<file path="src/rtl/des_ctrl_pkg.sv">
// Shared types and constants for the DES CBC/ECB block controller.
package des_ctrl_pkg;

    localparam int BLK_W           = 64;
    localparam int TIMEOUT_CYC_DEF = 64;
    localparam int TMO_CNT_W       = $clog2(TIMEOUT_CYC_DEF + 1);

    typedef logic [BLK_W-1:0] blk_t;

    typedef enum logic [2:0] {
        S_IDLE,
        S_KEY_REQ,
        S_KEY_WAIT,
        S_READY,
        S_ISSUE,
        S_WAIT_OUT,
        S_HOLD
    } state_t;

endpackage

</file>
<file path="src/rtl/des_cbc_ctrl.sv">
// Sequencer for a DES core: key load, one block in flight,
// CBC/ECB chaining and a response timeout.
module des_cbc_ctrl
    import des_ctrl_pkg::*;
#(
    parameter int TIMEOUT_CYC = TIMEOUT_CYC_DEF
) (
    input  logic             clk,
    input  logic             rst,
    input  logic [BLK_W-1:0] cfg_key,
    input  logic [BLK_W-1:0] cfg_iv,
    input  logic             cfg_encrypt,
    input  logic             cfg_cbc,
    input  logic             cfg_start,
    output logic             cfg_busy,
    input  logic             in_valid,
    output logic             in_ready,
    input  logic [BLK_W-1:0] in_data,
    output logic             out_valid,
    input  logic             out_ready,
    output logic [BLK_W-1:0] out_data,
    output logic             err_timeout,
    output logic             core_encrypt,
    output logic [BLK_W-1:0] core_keys_64,
    output logic             core_change_keys_en,
    input  logic             core_subkeys_valid,
    output logic             core_data_en,
    output logic [BLK_W-1:0] core_data_64,
    input  logic [BLK_W-1:0] core_data_out,
    input  logic             core_out_valid
);

    localparam int CNT_W = $clog2(TIMEOUT_CYC + 1);
    localparam logic [CNT_W-1:0] CNT_LAST = CNT_W'(TIMEOUT_CYC - 1);

    state_t           state_q;
    state_t           state_d;
    blk_t             key_q;
    blk_t             chain_q;
    blk_t             blk_q;
    blk_t             out_q;
    logic             enc_q;
    logic             cbc_q;
    logic             err_q;
    logic             low_seen_q;
    logic [CNT_W-1:0] cnt_q;
    logic             cfg_take;
    logic             blk_take;

    assign cfg_take = cfg_start
                   && (state_q == S_IDLE || state_q == S_READY);
    assign blk_take = in_valid && in_ready;

    always_ff @(posedge clk) begin
        if (rst) begin
            state_q <= S_IDLE;
        end else begin
            state_q <= state_d;
        end
    end

    always_comb begin
        state_d = state_q;
        unique case (state_q)
            S_IDLE: begin
                if (cfg_start) state_d = S_KEY_REQ;
            end
            S_KEY_REQ: begin
                state_d = S_KEY_WAIT;
            end
            S_KEY_WAIT: begin
                // only a schedule that went low after our request counts
                if (low_seen_q && core_subkeys_valid) state_d = S_READY;
            end
            S_READY: begin
                if (cfg_start)     state_d = S_KEY_REQ;
                else if (in_valid) state_d = S_ISSUE;
            end
            S_ISSUE: begin
                state_d = S_WAIT_OUT;
            end
            S_WAIT_OUT: begin
                if (core_out_valid)         state_d = S_HOLD;
                else if (cnt_q == CNT_LAST) state_d = S_IDLE;
            end
            S_HOLD: begin
                if (out_ready) state_d = S_READY;
            end
            default: begin
                state_d = S_IDLE;
            end
        endcase
    end

    always_comb begin
        cfg_busy            = 1'b0;
        in_ready            = 1'b0;
        out_valid           = 1'b0;
        core_change_keys_en = 1'b0;
        core_data_en        = 1'b0;
        unique case (state_q)
            S_KEY_REQ: begin
                cfg_busy            = 1'b1;
                core_change_keys_en = 1'b1;
            end
            S_KEY_WAIT: cfg_busy     = 1'b1;
            S_READY:    in_ready     = !cfg_start;
            S_ISSUE:    core_data_en = 1'b1;
            S_HOLD:     out_valid    = 1'b1;
            default:    cfg_busy     = 1'b0;
        endcase
    end

    assign out_data     = out_q;
    assign err_timeout  = err_q;
    assign core_encrypt = enc_q;
    assign core_keys_64 = key_q;
    assign core_data_64 = (cbc_q && enc_q) ? (blk_q ^ chain_q) : blk_q;

    always_ff @(posedge clk) begin
        if (rst) begin
            key_q      <= '0;
            chain_q    <= '0;
            blk_q      <= '0;
            out_q      <= '0;
            enc_q      <= 1'b0;
            cbc_q      <= 1'b0;
            err_q      <= 1'b0;
            low_seen_q <= 1'b0;
            cnt_q      <= '0;
        end else begin
            if (cfg_take) begin
                key_q   <= cfg_key;
                chain_q <= cfg_iv;
                enc_q   <= cfg_encrypt;
                cbc_q   <= cfg_cbc;
                err_q   <= 1'b0;
            end
            if (state_q == S_KEY_REQ) begin
                low_seen_q <= 1'b0;
            end else if (state_q == S_KEY_WAIT && !core_subkeys_valid) begin
                low_seen_q <= 1'b1;
            end
            if (blk_take) begin
                blk_q <= in_data;
            end
            if (state_q == S_ISSUE) begin
                cnt_q <= '0;
            end
            if (state_q == S_WAIT_OUT) begin
                if (core_out_valid) begin
                    if (cbc_q && enc_q) begin
                        out_q   <= core_data_out;
                        chain_q <= core_data_out;
                    end else if (cbc_q) begin
                        out_q   <= core_data_out ^ chain_q;
                        chain_q <= blk_q;
                    end else begin
                        out_q <= core_data_out;
                    end
                end else begin
                    cnt_q <= cnt_q + 1'b1;
                    if (cnt_q == CNT_LAST) err_q <= 1'b1;
                end
            end
        end
    end

endmodule
</file>
<file path="config.mk">
export PLATFORM = sky130hd
export DESIGN_NAME = des_cbc_ctrl
export DESIGN_NICKNAME = d
export VERILOG_FILES = /design/src/rtl/des_ctrl_pkg.sv /design/src/rtl/des_cbc_ctrl.sv
export SDC_FILE = /design/constraint.sdc
export NUM_CORES = 1
export LEC_CHECK = 0
export BUFFER_PORTS_ARGS = -buffer_cell sky130_fd_sc_hd__buf_2
export CAP_MARGIN = 20
export CORE_AREA = 3 3 181 183
export CTS_CLUSTER_DIAMETER = 100
export CTS_CLUSTER_SIZE = 28
export DETAILED_ROUTE_END_ITERATION = 8
export DIE_AREA = 0 0 184 186
export GPL_TIMING_DRIVEN = 0
export PLACE_DENSITY = 0.66
export SETUP_SLACK_MARGIN = 0.02
export SLEW_MARGIN = 25
export SYNTH_ARGS = -nofsm -noshare
export SYNTH_HDL_FRONTEND = slang
export SYNTH_SLANG_ARGS = --single-unit
</file>
<file path="constraint.sdc">
create_clock -name clk -period 1.9 [get_ports clk]
set_input_delay 0.19 -clock clk [delete_from_list [all_inputs] [get_ports clk]]
set_output_delay 0.19 -clock clk [all_outputs]
set_load 0.005 [all_outputs]
</file>
# Word-level counts from Yosys, hierarchy flattened
# Cells that the tools add are included.
# classes
addsub	1
eq_ne	12
muxes	28
bitwise_logic	2
n_reduce_logical	13
# op_table
op	count
$mux W64	8
$xor A64 B64 Y64	2
$mux W3	7
$mux W7	3
$pmux W3 S7	1
$eq A3 B3 Y1 const B	3
$mux W1	9
$add A7 B1 Y7 const B	1
$eq A7 B6 Y1 const B	1
$eq A3 B2 Y1 const B	2
$ne A2 B2 Y1 const B	3
$ne A3 B3 Y1 const B	2
$logic_and A1 B1 Y1	5
$reduce_and A5 Y1	1
$reduce_or A2 Y1	2
$eq A3 B1 Y1 const B	1
$logic_not A3 Y1	1
$logic_not A1 Y1	2
$reduce_and A2 Y1	1
$logic_or A1 B1 Y1	1
# totals
register_bits	270
input_bits	265
out_inout_bits	199
wordCells	66

# Depth between registers and ports, before layout
# Gate-level depths: netlist (run 1).
# logic_depth
word_depth	8
mapped_depth	8
ltp_nobuf	5

# Worst setup path after synthesis (run 1)
# No wires, ideal clock.
# synth_path
path_type	flip-flop to output port
start	register enc_q (netlist: core_encrypt)
end	output core_data_64[10]
arrival_ns	1.313
t_required_ns	1.710
setup_slack_ns	0.397
path_stages_with_launch	6
path_buffers	2
path_cell_list	dfxtp_1 and2_1 clkbuf_1 buf_1 nand2_1 xnor2_1
# synth_between
elab_chain_len	2
# synth_rtl
element	line	rtl
start, declared	des_cbc_ctrl.sv:42	logic enc_q;
start signal, assigned	des_cbc_ctrl.sv:135	enc_q <= cfg_encrypt;
$logic_and A1 B1 Y1	des_cbc_ctrl.sv:118	assign core_data_64 = (cbc_q && enc_q) ? (blk_q ^ chain_q) : blk_q;
$mux W64	des_cbc_ctrl.sv:118	
end, declared	des_cbc_ctrl.sv:28	output logic [BLK_W-1:0] core_data_64,
# No other way between the ends.

# Final worst setup path (run 1)
# layout_path
start	register cbc_q
end	output core_data_64[51]
# layout_between
elab_chain_len	2
# layout_rtl
element	line	rtl
start, declared	des_cbc_ctrl.sv:43	logic cbc_q;
start signal, assigned	des_cbc_ctrl.sv:136	cbc_q <= cfg_cbc;
$logic_and A1 B1 Y1	des_cbc_ctrl.sv:118	
$mux W64	des_cbc_ctrl.sv:118	
# No other way between the ends.

==> impl_metrics.env, run 1 <==
export IMPL_timing_rr_end="chain_q[49]$_SDFF_PP0_"
export IMPL_grt_use_total=0.294
export IMPL_fin_cells=2681
export IMPL_cp_required_ns=1.71
export IMPL_r2r_start="state_q[0]$_SDFFE_PP0P_"
export IMPL_detail_route_antenna_nets=0
export IMPL_async_flop_share=0
export IMPL_setup_tns_ns=-1.19
export IMPL_hold_viol_final=0
export IMPL_grt_pass1_vias=14400
export IMPL_fmax_mhz=498
export IMPL_cpPeakStageDelay_ns=0.39
export IMPL_core_mm2=0.0314
export IMPL_p_sw_frac=0.333
export IMPL_grt_setup_unrepaired="yes"
export IMPL_hold_depth=3
export IMPL_first_pass_iters=5
export IMPL_grt_max_degree=29
export IMPL_portBuffers=462
export IMPL_outcome="finished with violations"
export IMPL_routed_via_count=14200
export IMPL_die_w_um=184
export IMPL_syn_area_mm2=0.0124
export IMPL_synth_fp_nets=1855
export IMPL_antenna_found_initial=5
export IMPL_relSlewSlack=0.414
export IMPL_finalCriticalPeriod_ns=2.01
export IMPL_met1_usage=0.349
export IMPL_clockBufferDepth=3
export IMPL_grt_use_met2=0.523
export IMPL_p_per_area_mw_per_mm2=732
export IMPL_place_gp_congestion=0.912
export IMPL_fp_row_count=65
export IMPL_grt_pass1_wl_um=79400
export IMPL_ys_types=34
export IMPL_routed_wl_um=53400
export IMPL_drc_errors=0
export IMPL_hold_start="cfg_iv[26]"
export IMPL_path_clk_slew_ns=0.12
export IMPL_path_cells="and2_4 > buf_12 > buf_8 > nand2_2 > xnor2_2 > buf_2"
export IMPL_cp_end_kind="output port"
export IMPL_clock_sinks=270
export IMPL_critical_path_slowest_cell="dfxtp_4"
export IMPL_syn2layout_area_growth_pct=52.6
export IMPL_netlist_instances=1589
export IMPL_cts_root_buffer="clkbuf_16"
export IMPL_cts_tree="done"
export IMPL_cp_data_arrival_time_ns=1.82
export IMPL_insertion_delay_ns=0.50
export IMPL_start_util=0.396
export IMPL_worst_r2r_cell_count=8
export IMPL_grt_busiest_layer="met2"
export IMPL_dieHeight_um=186
export IMPL_place_inst=2453
export IMPL_start_kind="flip-flop"
export IMPL_pwr_share_clk=0.246
export IMPL_worstMarginPinSlew_ns=0.879
export IMPL_nFillCells=2749
export IMPL_r2r_slack_ns=0.05
export IMPL_final_cell_mix="492 x buf_2, 480 x nand2_1, 266 x dfxtp_1, 193 x dlygate4sd3_1, 141 x a21oi_1"
export IMPL_drv_cap=0
export IMPL_avgSynthCellArea_um2=7.82
export IMPL_boundaryPins=464
export IMPL_seq_power_share=0.476
export IMPL_yosysWarnings=0
export IMPL_switchingPower_w=0.00462
export IMPL_worstSetupPathType="flip-flop to output port"
export IMPL_final_common_cell="buf_2"
export IMPL_synth_edf_count=0
export IMPL_htreeDepth=1
export IMPL_setup_viol_count_final=30
export IMPL_numCtsBuffers=13
export IMPL_comb_power_share=0.278
export IMPL_dieArea_mm2=0.0342
export IMPL_use_met3=0.0465
export IMPL_fin_crit_sh=1.06
export IMPL_timing_final_ws_setup_ns=-0.108
export IMPL_wl_per_cell_um=19.9
export IMPL_leakage_nw=8.49
export IMPL_overflow=0
export IMPL_layout_nets=2538
export IMPL_final_setup_skew_ns=0.0130
export IMPL_ir_drop_v=0.000815
export IMPL_internal_power_w=0.00926
export IMPL_critical_path_max_fanout=5
export IMPL_violations="setup timing"
export IMPL_drv_slew=0
export IMPL_ys_dominant_reg_cell="dfxtp_1"
export IMPL_min_delay_worst_endpoint="chain_q[26]$_SDFF_PP0_"
export IMPL_hpwl_um=36900
export IMPL_drive_above_1_share=0.313
export IMPL_yosysSeqAreaShare=0.435
export IMPL_hold_path_class="primary input to flip-flop"
export IMPL_ys_seq_elements=270
export IMPL_routed_via_density=5.30
export IMPL_drt_iter0_drc=1043
## sequential cells by signal, summed over array words and instances (netlist names)
register / cells
blk_q: 64
cbc_q: 1
chain_q: 64
cnt_q: 7
core_encrypt: 1
core_keys_64: 64
err_timeout: 1
low_seen_q: 1
out_data: 64
state_q: 3
## stage by stage
stage	worst slack, ns	utilization	power (W)	hold WS [ns]	area (um^2)
2_1_floorplan	0.397	-	0.00838	0.326	12400
3_3_place_gp	-0.796	0.485	0.00980	0.431	15200
3_5_place_dp	-0.723	0.485	0.00984	0.436	15200
4_1_cts	-0.122	0.589	0.0137	0.000945	18500
5_1_grt	-0.170	0.604	0.0145	0.0273	19000
6_report	-0.108	0.604	0.0139	0.0192	19000
## area by class of cell
class	instances	area, um^2	area share
sequential	270	5420	0.286
inverter	3	11.3	0.000594
clock inverter	1	30.0	0.00158
clock buffer	17	360	0.0190
multi-input combinational	1182	7320	0.386
timing repair buffer	670	4510	0.238
buffer	132	793	0.0419
antenna	4	10.0	0.000528
tap	402	503	0.0265
## how the worst max path moves through the flow
stage / cells past startpoint / to / slack [ns] / from
CTS: 5 / core_data_64[62] / -0.12 / core_encrypt$_SDFFE_PP0P_
finish: 6 / core_data_64[51] / -0.11 / cbc_q$_SDFFE_PP0P_
global route: 6 / core_data_64[51] / -0.17 / cbc_q$_SDFFE_PP0P_
global placement: 6 / core_data_64[58] / -0.80 / core_encrypt$_SDFFE_PP0P_
floorplan: 5 / core_data_64[10] / 0.40 / core_encrypt$_SDFFE_PP0P_
detailed placement: 6 / core_data_64[62] / -0.72 / core_encrypt$_SDFFE_PP0P_
## per-layer routing
layer / share of wire / vias to the layer above
li1: - / 6711
met1: 0.39 / 6690
met2: 0.50 / 659
met3: 0.064 / 154
met4: 0.049 / 2
met5: 0.00037 / -
## logic make-up after synthesis
kind of cell,Yosys count,synth area share
compound gates,356,0.191
xor+xnor,129,0.0916
fa+ha+maj,1,0.00101
flops,270,0.435
buf+inv,138,0.0505
simple gates,695,0.231
## worst max-delay path: cells and delay by family (launching register included)
kind,cells,cell delay [ns]
xor gates and xnor gates,1,0.20
buffers and inverters,3,0.41
DFF,1,0.39
and+or+nand+nor,2,0.30
## cells in the mapped netlist, drive strengths merged, types with 2 or more instances
cell / number / area [um^2]
nand3b: 3 / 26.3
nor2b: 66 / 413
nand2: 529 / 1990
dfxtp: 270 / 5410
nand4: 2 / 12.5
and2: 5 / 31.3
o21ai: 13 / 65.1
nor4bb: 3 / 30.0
xor2: 64 / 561
a22oi: 2 / 15.0
clkbuf: 69 / 259
a211o: 2 / 17.5
a21oi: 141 / 706
nor3: 5 / 25.0
inv: 3 / 11.3
xnor2: 65 / 577
nor4: 4 / 25.0
a311oi: 64 / 561
o21a: 4 / 30.0
buf: 66 / 357
nor2: 70 / 263
nand2b: 4 / 25.0
a211oi: 129 / 968
## what timing repair did
action                     CTS  global route
hold buffers               193             0
setup buffers                9             3
gates cloned                 5             1
setup endpoints to repair  283           261
pin swaps                   56            52
resized for setup          172           121
hold endpoints to repair   193             0
## power groups by stage
| stage | Clock [W] | Combinational [W] | Sequential, W |
|---|---|---|---|
| 6_report | 0.00342 | 0.00386 | 0.00660 |
| 5_1_grt | 0.00363 | 0.00420 | 0.00667 |
| 4_1_cts | 0.00349 | 0.00367 | 0.00655 |
| 3_5_place_dp | 0 | 0.00322 | 0.00661 |
| 3_3_place_gp | 0 | 0.00320 | 0.00659 |
| 2_1_floorplan | 0 | 0.00181 | 0.00657 |
Note: power is estimated with default switching activity, not from simulation.
==> run 2, diff against run 1 <==
Settings changed: PLACE_DENSITY 0.66 to not set, PLACE_DENSITY_LB_ADDON set to 0.25.
==> impl_metrics.env, run 2 (synthesis gave the netlist of run 1 again) <==
export IMPL_outcome="finished with violations"
export IMPL_violations="setup timing"
export IMPL_numCtsBuffers=13
export IMPL_layout_nets=2530
export IMPL_htreeDepth=1
export IMPL_timing_final_ws_setup_ns=-0.0735
export IMPL_routed_wl_um=51400
export IMPL_clockBufferDepth=3
export IMPL_cts_root_buffer="clkbuf_16"
export IMPL_drt_iter0_drc=861
export IMPL_antenna_found_initial=4
export IMPL_place_inst=2453
export IMPL_hold_viol_final=0
export IMPL_cpPeakStageDelay_ns=0.39
export IMPL_hold_path_class="primary input to flip-flop"
export IMPL_die_w_um=184
export IMPL_drc_errors=0
export IMPL_p_per_area_mw_per_mm2=741
export IMPL_detail_route_antenna_nets=0
export IMPL_p_total_w=0.0135
export IMPL_start_kind="flip-flop"
export IMPL_setup_tns_ns=-1.01
export IMPL_fin_cells=2671
export IMPL_syn2layout_area_growth_pct=46.6
export IMPL_dpl_worst_slack_ns=-0.735
export IMPL_worstMarginPinSlew_ns=0.897
export IMPL_cp_required_ns=1.71
export IMPL_leakage_nw=7.74
export IMPL_final_setup_skew_ns=0.0158
export IMPL_final_cell_mix="507 x nand2_1, 495 x buf_2, 266 x dfxtp_1, 192 x dlygate4sd3_1, 141 x a21oi_1"
export IMPL_grt_pass1_vias=13800
export IMPL_fp_row_count=65
export IMPL_critical_path_slowest_cell="dfxtp_4"
export IMPL_fin_crit_sh=1.04
export IMPL_place_gp_congestion=0.892
export IMPL_overflow=0
export IMPL_final_common_cell="nand2_1"
export IMPL_clock_sinks=270
export IMPL_dieHeight_um=186
export IMPL_portBuffers=462
export IMPL_cts_tree="done"
export IMPL_grt_max_degree=29
export IMPL_ir_drop_v=0.000706
export IMPL_drv_cap=0
export IMPL_grt_setup_unrepaired="yes"
export IMPL_routed_via_count=14100
export IMPL_hpwl_um=36600
export IMPL_dieArea_mm2=0.0342
export IMPL_nFillCells=2871
export IMPL_core_mm2=0.0314
export IMPL_start_util=0.396
export IMPL_drv_slew=0
export IMPL_register_area_mm2=0.00542
export IMPL_worstSetupPathType="flip-flop to output port"
export IMPL_critical_path_max_fanout=10
export IMPL_cp_end_kind="output port"
export IMPL_relSlewSlack=0.402
export IMPL_insertion_delay_ns=0.50
export IMPL_wl_per_cell_um=19.2
export IMPL_boundaryPins=464
export IMPL_routed_via_density=5.28
export IMPL_path_clk_slew_ns=0.12
export IMPL_drive_above_1_share=0.286
export IMPL_path_cells="and2_4 > buf_8 > nand2_1 > xnor2_2 > buf_2"
export IMPL_setup_viol_count_final=30
export IMPL_grt_pass1_wl_um=75900
export IMPL_first_pass_iters=7
export IMPL_fmax_mhz=507
export IMPL_cp_data_arrival_time_ns=1.78
export IMPL_grt_use_total=0.281
export IMPL_multi_input_area_mm2=0.00683
export IMPL_finalCriticalPeriod_ns=1.97
## run 2: cell types whose count changed in the layout (fill, tap and decap cells not counted), moves of 4 or more
cell,before,now
xnor2_1,8,30
nand2_1,480,507
a211oi_1,117,127
buf_12,9,1
nand2_4,37,7
a211oi_2,12,2
nand2_2,9,15
xnor2_2,51,33
buf_4,14,8
xnor2_4,6,2
## run 2: worst paths after layout
kind,from,to,slack [ns],cells past startpoint
worst min-delay path,core_data_out[1],out_data[1]$_SDFFE_PP0P_,0.03,3
worst min register to register,core_keys_64[56]$_SDFFE_PP0P_,core_keys_64[56]$_SDFFE_PP0P_,0.46,2
worst max register to register,state_q[0]$_SDFFE_PP0P_,chain_q[43]$_SDFF_PP0_,0.07,7
worst max-delay path,core_encrypt$_SDFFE_PP0P_,core_data_64[25],-0.07,5
## run 2: critical path: cells and delay by family, from the launching register on
kind / cells / cell delay, ns
buf+inv: 2 / 0.33
simple gates: 2 / 0.37
xor+xnor: 1 / 0.19
flops: 1 / 0.39
## run 2: through the flow
stage                      util  hold slack [ns]  area [um^2]
after global placement    0.485            0.431        15200
after global routing      0.580           0.0143        18200
final                     0.580           0.0300        18200
after floorplan               -            0.326        12400
after detailed placement  0.485            0.437        15200
after CTS                 0.566           0.0135        17800
## run 2: cell type report
cell class	instances	area share
Multi-Input combinational cell	1182	0.375
Sequential cell	270	0.297
Clock buffer	13	0.0179
Tap cell	402	0.0276
Buffer	132	0.0427
Timing Repair Buffer	662	0.238
Inverter	3	0.000618
Antenna cell	5	0.000687
Clock inverter	2	0.000756
## run 2: metal layers
metal  vias up  routed length (um)  global-route usage
li1       6684                   -                   -
met1      6626               20300               0.337
met2       641               25000               0.496
met3       146                3580              0.0532
met4         0                2450               0.117
met5         -                   0                   0
## run 2: report_power, final
part	switching [W]	leakage [nW]	internal, W
logic	0.00220	5.37	0.00159
clock network	0.00191	0.169	0.00126
registers	0.000373	2.20	0.00616
## run 2: what timing repair did
item | CTS | global route
endpoints found under the setup margin | 282 | 270
gates cloned | 1 | 2
hold buffers | 192 | 0
hold endpoints to repair | 192 | 0
pin swaps | 2 | 11
buffers inserted | 5 | 1
resized for setup | 65 | 119
